## src/rtl/alu_pkg.sv

```systemverilog
// Shared op-codes, FSM state encoding and flag derivation for the sequential ALU.
package alu_pkg;

   localparam logic [3:0] OP_AND  = 4'b0000;
   localparam logic [3:0] OP_OR   = 4'b0001;
   localparam logic [3:0] OP_NOT  = 4'b0010;
   localparam logic [3:0] OP_NOR  = 4'b0011;
   localparam logic [3:0] OP_XOR  = 4'b0100;
   localparam logic [3:0] OP_NAND = 4'b0101;
   localparam logic [3:0] OP_ADD  = 4'b0110;
   localparam logic [3:0] OP_SUB  = 4'b0111;
   localparam logic [3:0] OP_MUL  = 4'b1000;

   typedef enum logic [1:0] {
      IDLE = 2'd0,
      BUSY = 2'd1,
      DONE = 2'd2
   } state_t;

   typedef struct packed {
      logic cout;
      logic negative;
      logic zero;
      logic overflow;
   } flags_t;

   // b_msb is the msb of the operand actually added (already inverted for SUB).
   function automatic flags_t calc_flags(input logic y_msb, input logic y_zero,
                                         input logic carry, input logic a_msb,
                                         input logic b_msb, input logic arith,
                                         input logic mul_ovf);
      flags_t f;
      f.cout     = carry;
      f.negative = y_msb;
      f.zero     = y_zero;
      f.overflow = (arith && (a_msb == b_msb) && (y_msb != a_msb)) || mul_ovf;
      return f;
   endfunction

endpackage

```

## src/rtl/seq_alu_mul.sv

```systemverilog
// Iterative shift-add unsigned multiplier; one partial product per cycle over WIDTH cycles.
module seq_alu_mul
   import alu_pkg::*;
#(
   parameter int WIDTH = 32,
   parameter int CNT_W = $clog2(WIDTH) + 1
) (
   input  logic                 clk,
   input  logic                 rst,
   input  logic                 start,
   input  logic [WIDTH-1:0]     A,
   input  logic [WIDTH-1:0]     B,
   output logic                 busy,
   output logic                 done,
   output logic [2*WIDTH-1:0]   product
);

   localparam logic [CNT_W-1:0] CNT_INIT = CNT_W'(WIDTH);

   logic [2*WIDTH-1:0] mcand_q, mcand_d;
   logic [2*WIDTH-1:0] prod_q, prod_d;
   logic [WIDTH-1:0]   mplier_q, mplier_d;
   logic [CNT_W-1:0]   cnt_q, cnt_d;
   logic               busy_q, busy_d;

   always_comb begin
      mcand_d  = mcand_q;
      prod_d   = prod_q;
      mplier_d = mplier_q;
      cnt_d    = cnt_q;
      busy_d   = busy_q;
      if (start) begin
         mcand_d  = {{WIDTH{1'b0}}, A};
         mplier_d = B;
         prod_d   = '0;
         cnt_d    = CNT_INIT;
         busy_d   = 1'b1;
      end else if (busy_q && (cnt_q != '0)) begin
         if (mplier_q[0]) begin
            prod_d = prod_q + mcand_q;
         end
         mcand_d  = mcand_q << 1;
         mplier_d = mplier_q >> 1;
         cnt_d    = cnt_q - 1'b1;
         busy_d   = (cnt_q != CNT_W'(1));
      end
   end

   always_ff @(posedge clk) begin
      if (rst) begin
         mcand_q  <= '0;
         prod_q   <= '0;
         mplier_q <= '0;
         cnt_q    <= '0;
         busy_q   <= 1'b0;
      end else begin
         mcand_q  <= mcand_d;
         prod_q   <= prod_d;
         mplier_q <= mplier_d;
         cnt_q    <= cnt_d;
         busy_q   <= busy_d;
      end
   end

   // The final product is offered on the edge the counter reaches zero, so the
   // caller registers it in the same edge rather than one cycle later.
   assign done    = busy_q && (cnt_q == CNT_W'(1));
   assign product = prod_d;
   assign busy    = busy_q;

endmodule

```

## src/rtl/seq_alu.sv

```systemverilog
// Registered WIDTH-bit ALU with valid/ready handshakes; logic and add/sub are single-cycle, MUL is iterative.
module seq_alu
   import alu_pkg::*;
#(
   parameter int WIDTH = 32,
   parameter int CNT_W = $clog2(WIDTH) + 1
) (
   input  logic              clk,
   input  logic              rst,
   input  logic              in_valid,
   output logic              in_ready,
   input  logic [WIDTH-1:0]  A,
   input  logic [WIDTH-1:0]  B,
   input  logic [3:0]        sel,
   input  logic              Cin,
   output logic              out_valid,
   input  logic              out_ready,
   output logic [WIDTH-1:0]  Y,
   output logic              Cout,
   output logic              Negative,
   output logic              Zero,
   output logic              Overflow,
   output logic              Illegal
);

   state_t             state_q, state_d;
   logic [WIDTH-1:0]   y_q, y_d;
   flags_t             flags_q, flags_d;
   logic               illegal_q, illegal_d;

   logic               mul_start, mul_busy, mul_done, mul_ovf;
   logic [2*WIDTH-1:0] mul_product;

   logic               sub_op, arith_op, carry_in;
   logic [WIDTH-1:0]   b_eff, op_y;
   logic [WIDTH:0]     sum;

   seq_alu_mul #(
      .WIDTH (WIDTH),
      .CNT_W (CNT_W)
   ) u_mul (
      .clk     (clk),
      .rst     (rst),
      .start   (mul_start),
      .A       (A),
      .B       (B),
      .busy    (mul_busy),
      .done    (mul_done),
      .product (mul_product)
   );

   // SUB is A + ~B + 1, sharing the ADD carry chain.
   always_comb begin
      sub_op   = (sel == OP_SUB);
      arith_op = (sel == OP_ADD) || sub_op;
      b_eff    = sub_op ? ~B : B;
      carry_in = sub_op ? 1'b1 : Cin;
      sum      = {1'b0, A} + {1'b0, b_eff} + {{WIDTH{1'b0}}, carry_in};
      case (sel)
         OP_AND:  op_y = A & B;
         OP_OR:   op_y = A | B;
         OP_NOT:  op_y = ~A;
         OP_NOR:  op_y = ~(A | B);
         OP_XOR:  op_y = A ^ B;
         OP_NAND: op_y = ~(A & B);
         OP_ADD,
         OP_SUB:  op_y = sum[WIDTH-1:0];
         default: op_y = '0;
      endcase
   end

   assign mul_ovf = |mul_product[2*WIDTH-1:WIDTH];

   always_comb begin
      state_d   = state_q;
      y_d       = y_q;
      flags_d   = flags_q;
      illegal_d = illegal_q;
      mul_start = 1'b0;
      case (state_q)
         IDLE: begin
            if (in_valid && in_ready) begin
               if (sel == OP_MUL) begin
                  mul_start = 1'b1;
                  state_d   = BUSY;
               end else begin
                  y_d       = op_y;
                  illegal_d = (sel > OP_MUL);
                  flags_d   = calc_flags(op_y[WIDTH-1], (op_y == '0), arith_op && sum[WIDTH],
                                         A[WIDTH-1], b_eff[WIDTH-1], arith_op, 1'b0);
                  state_d   = DONE;
               end
            end
         end
         BUSY: begin
            if (mul_done) begin
               y_d       = mul_product[WIDTH-1:0];
               illegal_d = 1'b0;
               flags_d   = calc_flags(mul_product[WIDTH-1], (mul_product[WIDTH-1:0] == '0),
                                      mul_ovf, 1'b0, 1'b0, 1'b0, mul_ovf);
               state_d   = DONE;
            end
         end
         DONE: begin
            if (out_ready) begin
               state_d = IDLE;
            end
         end
         default: state_d = IDLE;
      endcase
   end

   always_ff @(posedge clk) begin
      if (rst) begin
         state_q   <= IDLE;
         y_q       <= '0;
         flags_q   <= '0;
         illegal_q <= 1'b0;
      end else begin
         state_q   <= state_d;
         y_q       <= y_d;
         flags_q   <= flags_d;
         illegal_q <= illegal_d;
      end
   end

   assign in_ready  = (state_q == IDLE) && !mul_busy;
   assign out_valid = (state_q == DONE);
   assign Y         = y_q;
   assign Cout      = flags_q.cout;
   assign Negative  = flags_q.negative;
   assign Zero      = flags_q.zero;
   assign Overflow  = flags_q.overflow;
   assign Illegal   = illegal_q;

endmodule

```

## config.mk

```make
export PLATFORM = sky130hd
export DESIGN_NAME = seq_alu
export DESIGN_NICKNAME = d
export VERILOG_FILES = /design/src/rtl/alu_pkg.sv /design/src/rtl/seq_alu_mul.sv /design/src/rtl/seq_alu.sv
export SDC_FILE = /design/constraint.sdc
export NUM_CORES = 1
export LEC_CHECK = 0
export CELL_PAD_IN_SITES_DETAIL_PLACEMENT = 2
export CELL_PAD_IN_SITES_GLOBAL_PLACEMENT = 2
export CORE_UTILIZATION = 35
export DETAILED_ROUTE_END_ITERATION = 10
export PLACE_DENSITY = 0.87
export SKIP_CTS_REPAIR_TIMING = 1
export SLEW_MARGIN = 10
export SYNTH_ARGS = -nofsm -noshare
export SYNTH_HDL_FRONTEND = slang
export SYNTH_SLANG_ARGS = --single-unit
```

## constraint.sdc

```tcl
create_clock -name clk -period 6.8 [get_ports clk]
set_input_delay 1.36 -clock clk [delete_from_list [all_inputs] [get_ports clk]]
set_output_delay 1.36 -clock clk [all_outputs]
set_load 0.1 [all_outputs]
```

After elaboration in Yosys (flattened, before gate mapping). Cells that the tools add are included.

Register bits: 206. Input port bits: 73. Output and inout port bits: 39.

$add $sub $neg: 4. Magnitude comparators: 1. Equal/unequal tests: 18. Multiplexer cells: 34. Bitwise operators: 7. Reductions and logical operators: 21.

Operators by type and width (number): two-way mux 32 bit (8); case mux 32 bit (7 select lines) (1); two-way mux 64 bit (3); inverter 32 bit (4); adder 64 bit (1); logical NOT 32 bit (2); case mux 32 bit (2 select lines) (1); adder 32 x 32 -> 33 bit (1); adder 33 x 1 -> 33 bit (1); AND 32 bit (1); bitwise OR 32 bit (1); OR reduction 32 bit (1); bitwise XOR 32 bit (1); == test 4 x 3 -> 1 bit (second input constant) (4); two-way mux 4 bit (3); two-way mux 6 bit (2); two-way mux 1 bit (9); == test 4 x 2 -> 1 bit (second input constant) (2); two-way mux 2 bit (4); case mux 4 bit (2 select lines) (1); logical AND 1 bit (7); == test 6 x 1 -> 1 bit (second input constant) (1); != test 2 bit (second input constant) (3); != test 6 x 1 -> 1 bit (second input constant) (1); other kinds (20) (22).

Longest topological paths before layout.
Depth after elaboration: 10. Mapped depth: 22. Depth with buffers taken out: 19.

By module. From an unflattened synthesis, not the netlist that was laid out.

Cells, all modules: 2576. Area, all modules: 18271.3 µm².

By module, submodules not included: seq_alu_mul (instances 1, cells each 1660, area each 11702.5 µm², sequential area each 3343.2 µm²); seq_alu (instances 1, cells each 916, area each 6568.8 µm², sequential area each 760.7 µm²).

Least setup slack after synthesis. No wires, ideal clock.

Path type: in2reg. Start point: in sel[2]. End point: reg flags_q (netlist bit Zero). Library setup time: 0.088 ns. Arrival time: 5.843 ns. Required time: 6.712 ns. Slack: 0.869 ns. Stages on the path: 21. Buffers on the path: 3. Path through: buf_2 -> clkbuf_1 -> nand2_1 -> nor2_1 -> clkbuf_1 -> nand2_1 -> xnor2_1 -> fa_1 -> inv_1 -> fa_1 -> and2b_1 -> o211ai_1 -> a21boi_2 -> o2111ai_2 -> and2_4 -> o31ai_2 -> o311ai_1 -> or4b_1 -> nor4_2 -> nand4_1 -> a311oi_2.

Cells in the longest elaborated chain, start to end: 9. Elaborated cells between the ends (all ways): 27.

RTL lines: start, declared (RTL line seq_alu.sv:14) `input logic [3:0] sel,`; == test 4 x 3 -> 1 bit (RTL line seq_alu.sv:54, seq_alu.sv:59); two-way mux 32 bit (RTL line seq_alu.sv:56) `b_eff = sub_op ? ~B : B;`; adder 32 x 32 -> 33 bit (RTL line seq_alu.sv:58) `sum = {1'b0, A} + {1'b0, b_eff} + {{WIDTH{1'b0}}, carry_in};`; adder 33 x 1 -> 33 bit (RTL line seq_alu.sv:58); case mux 32 bit (7 select lines) (RTL line seq_alu.sv:59) `case (sel)`; logical NOT 32 bit (RTL line seq_alu.sv:89) `flags_d = calc_flags(op_y[WIDTH-1], (op_y == '0), arith_op && sum[WIDTH],`; two-way mux 4 bit (RTL line seq_alu.sv:83) `if (sel == OP_MUL) begin`; two-way mux 4 bit (RTL line seq_alu.sv:82) `if (in_valid && in_ready) begin`; case mux 4 bit (2 select lines) (RTL line seq_alu.sv:80) `case (state_q)`; end signal, assigned (RTL line seq_alu.sv:122) `flags_q <= flags_d;`; end, declared (RTL line seq_alu.sv:28) `flags_t flags_q, flags_d;`.

Several ways; a longest one is shown, not always the timed one. The select of a mux whose other input is x is not followed. A chain may end at the register's enable or synchronous reset.

Worst setup path after layout. Same ends and word-level chain as after synthesis.

==> results.ini <==
[setup_path]
regToRegEndpoint = Cout
rr_startpoint = u_mul.prod_q[0]
r2r_setup_slack_ns = 1.39
crit_fanout = 5
cp.arrival_ns = 6.08
cp.required_ns = 7.29
slowest_stage = or4b_1
worst-path-buf-inv = 2
worstPathCellList = clkdlybuf4s50_1 -> nand2_1 -> nor2_1 -> nand2_2 -> xnor2_1 -> fa_1 -> inv_1 -> fa_1 -> and2b_1 -> o211ai_1 -> a21boi_2 -> o2111ai_2 -> and2_4 -> o31ai_2 -> o311ai_1 -> or4b_1 -> nor4_2 -> nand4_1 -> a311oi_2
path_delay_family = simple AND/OR/NAND/NOR gates
start_kind = input pin
slowest_delay_ns = 0.53
crit_top_cell = fa_1
endpoint_kind = flop
crit_type = input pin to flop
reg2reg_depth = 14

[yosys]
avgSynthCellArea_um2 = 7.195
ys_ff_latch = 205
yosys.area.top_type_share = 0.2319
yosys-top-cells-area = dfxtp_1 (23%), ha_1 (11%), nand2_1 (8.9%)
syn_inst = 2459
synthesis.area_um2 = 17690
synth_nets = 2696
ys_seq_area_frac = 0.2319
synth_edf_count = 0
synth_cell_types = 105
synth-async-reset-ratio = 0
synth_most_common_cell = nand2_1
yosysWarnings = 0
synth_top_cells_by_count = nand2_1 (420), nor2_1 (294), a21oi_1 (253), dfxtp_1 (205), ha_1 (161)
ys.flop_type = dfxtp_1
synth_top_area_cell = dfxtp_1

[global_routing]
antenna_found_initial = 0
overflow = 0
first_global_vias = 21000
grt_first_pass_wirelength_mm = 127.1
grt_max_degree = 89
grtUsageTotal = 0.3232

[drt]
drtAntennaViolNets = 0
via_per_inst = 6.196
routed_wl_mm = 83.81
drt-wirelength-per-cell_um = 26.37
dr.pass1.iters = 5
first_iter_violations = 1201
drc = 0
vias = 19690

[floorplan]
initial_core_util = 0.3541
dieArea_um2 = 51450
rows = 82
io_pins = 112
die_w_um = 226.8
die_y_um = 226.8
core_area_um2 = 49970

[placed_design]
dpl_cell_area_um2 = 19320
dp_hpwl_mm = 63.59
gp_congestion = 0.9710
dp_cells = 3130
io_buffers = 111

[layout]
fillers = 5885
final_cell_area_um2 = 20260
diodes = 0
drive_gt1_frac = 0.06345
layout.cells.non_filler = 3178
syn2layout_area_growth_pct = 14.50
nets = 2724

[clock_network]
tritoncts = done
cts_max_level = 1
worstSkewPairLatency_ns = 0.61
clock-sinks = 205
cts_buffer_depth = 3
cts_root_buf = clkbuf_16
numCtsBuffers = 27
clk_pin_slew_ns = 0.06

[sta]
drv_slew = 0
fin_tns_setup_ns = 0
slew_headroom = 0.1937
period_minus_slack_ns = 5.581
tightest_slew_ns = 1.209
post-route-period-util = 0.8207
setup_viol_count_final = 0
finalHoldViolations = 0
rsz0062_at_grt = no
fmax_ghz = 0.1792
hold_ws_ns = 0.4645
skew_ns = 0.01920

[power]
p_leak_nw = 7.635
ir_drop_uv = 168.7
power_density_nw_per_um2 = 181.3

[min_path]
min_from = Y[7]
hold_depth = 2
min_path_type = flop to flop
whs_endpoint = Y[7]

[flow_run]
maxCapViolCount = 0

[outcome]
status = finished clean

==> cell families (layout without fill, tap and decap cells) <==
| group | Yosys count | in the layout | synth area share |
|---|---|---|---|
| AO/OA/AOI/OAI | 750 | 750 | 0.2870 |
| XOR/XNOR | 117 | 117 | 0.05834 |
| adder cells (fa/ha/maj) | 164 | 164 | 0.1172 |
| buffers and inverters | 247 | 294 | 0.05495 |
| flip-flops | 205 | 205 | 0.2319 |
| multiplexers | 25 | 25 | 0.01457 |
| AND/OR/NAND/NOR | 951 | 951 | 0.2359 |
==> layout make-up <==
class	instances	area [µm²]	share of cell area
multi-input cells	2007	12650	0.6246
flip-flops and latches	205	4104	0.2026
repair buffers	142	1336	0.06596
well taps	672	840.8	0.04150
clock buffers	33	748.2	0.03693
inverters	104	390.4	0.01927
clock inverters	15	186.4	0.009202
==> how the worst max path moves through the flow <==
stage / start / end / depth (start not counted)
after detailed placement: sel[2] / Zero / 19
after global placement: sel[2] / Zero / 19
final: sel[2] / Zero / 19
after global routing: sel[2] / Zero / 19
after floorplan: sel[2] / Zero / 21
after CTS: sel[2] / Zero / 19
==> metal layers <==
layer  share of wire  track usage  vias to the layer above
met2            0.48       0.5536                      641
met4           0.044       0.1351                        0
met3           0.053      0.04224                      205
met1            0.43       0.4048                     9967
li1                -            -                     8878
met5               0            0                        -
==> metrics by stage <==
step / utilization / power (mW) / worst slack (ns)
after floorplan: - / 1.827 / 0.8689
after global placement: 0.3868 / 2.095 / 0.8361
after detailed placement: 0.3868 / 2.129 / 0.6800
after CTS: 0.4055 / 3.687 / 1.282
after global routing: 0.4055 / 3.788 / 0.9163
final: 0.4055 / 3.673 / 1.219
==> sequential cells by signal, summed over array words and instances, names as in the netlist <==
register and flops:
Cout 1, u_mul.mplier_q 32, Zero 1, Overflow 1
u_mul.cnt_q 6, u_mul.busy 1, u_mul.prod_q 64, u_mul.mcand_q 64
Y 32, Illegal 1, state_q 2
==> power breakdown <==
part	internal [mW]	switching (mW)	total, mW
clock network	0.899	0.650	1.55
logic	0.275	0.597	0.872
registers	1.23	0.0243	1.25
==> worst min-delay path: cells and delay by family, from the launching register on <==
family / cells / cell delay, ns
AOI/OAI and AO/OA: 1 / 0.05
DFF: 1 / 0.31
and+or+nand+nor: 1 / 0.06
==> layout by cell type (no fill, tap or decap), types with 36 or more instances in the layout <==
cell type / count
nand2_1: 418
nor2_1: 293
a21oi_1: 253
dfxtp_1: 205
ha_1: 161
o21ai_0: 124
clkdlybuf4s50_1: 109
inv_1: 102
xnor2_1: 81
a311oi_1: 69
nand3_1: 43
nor3_1: 41
a211oi_1: 36
Power figures use the tool's default switching activity.
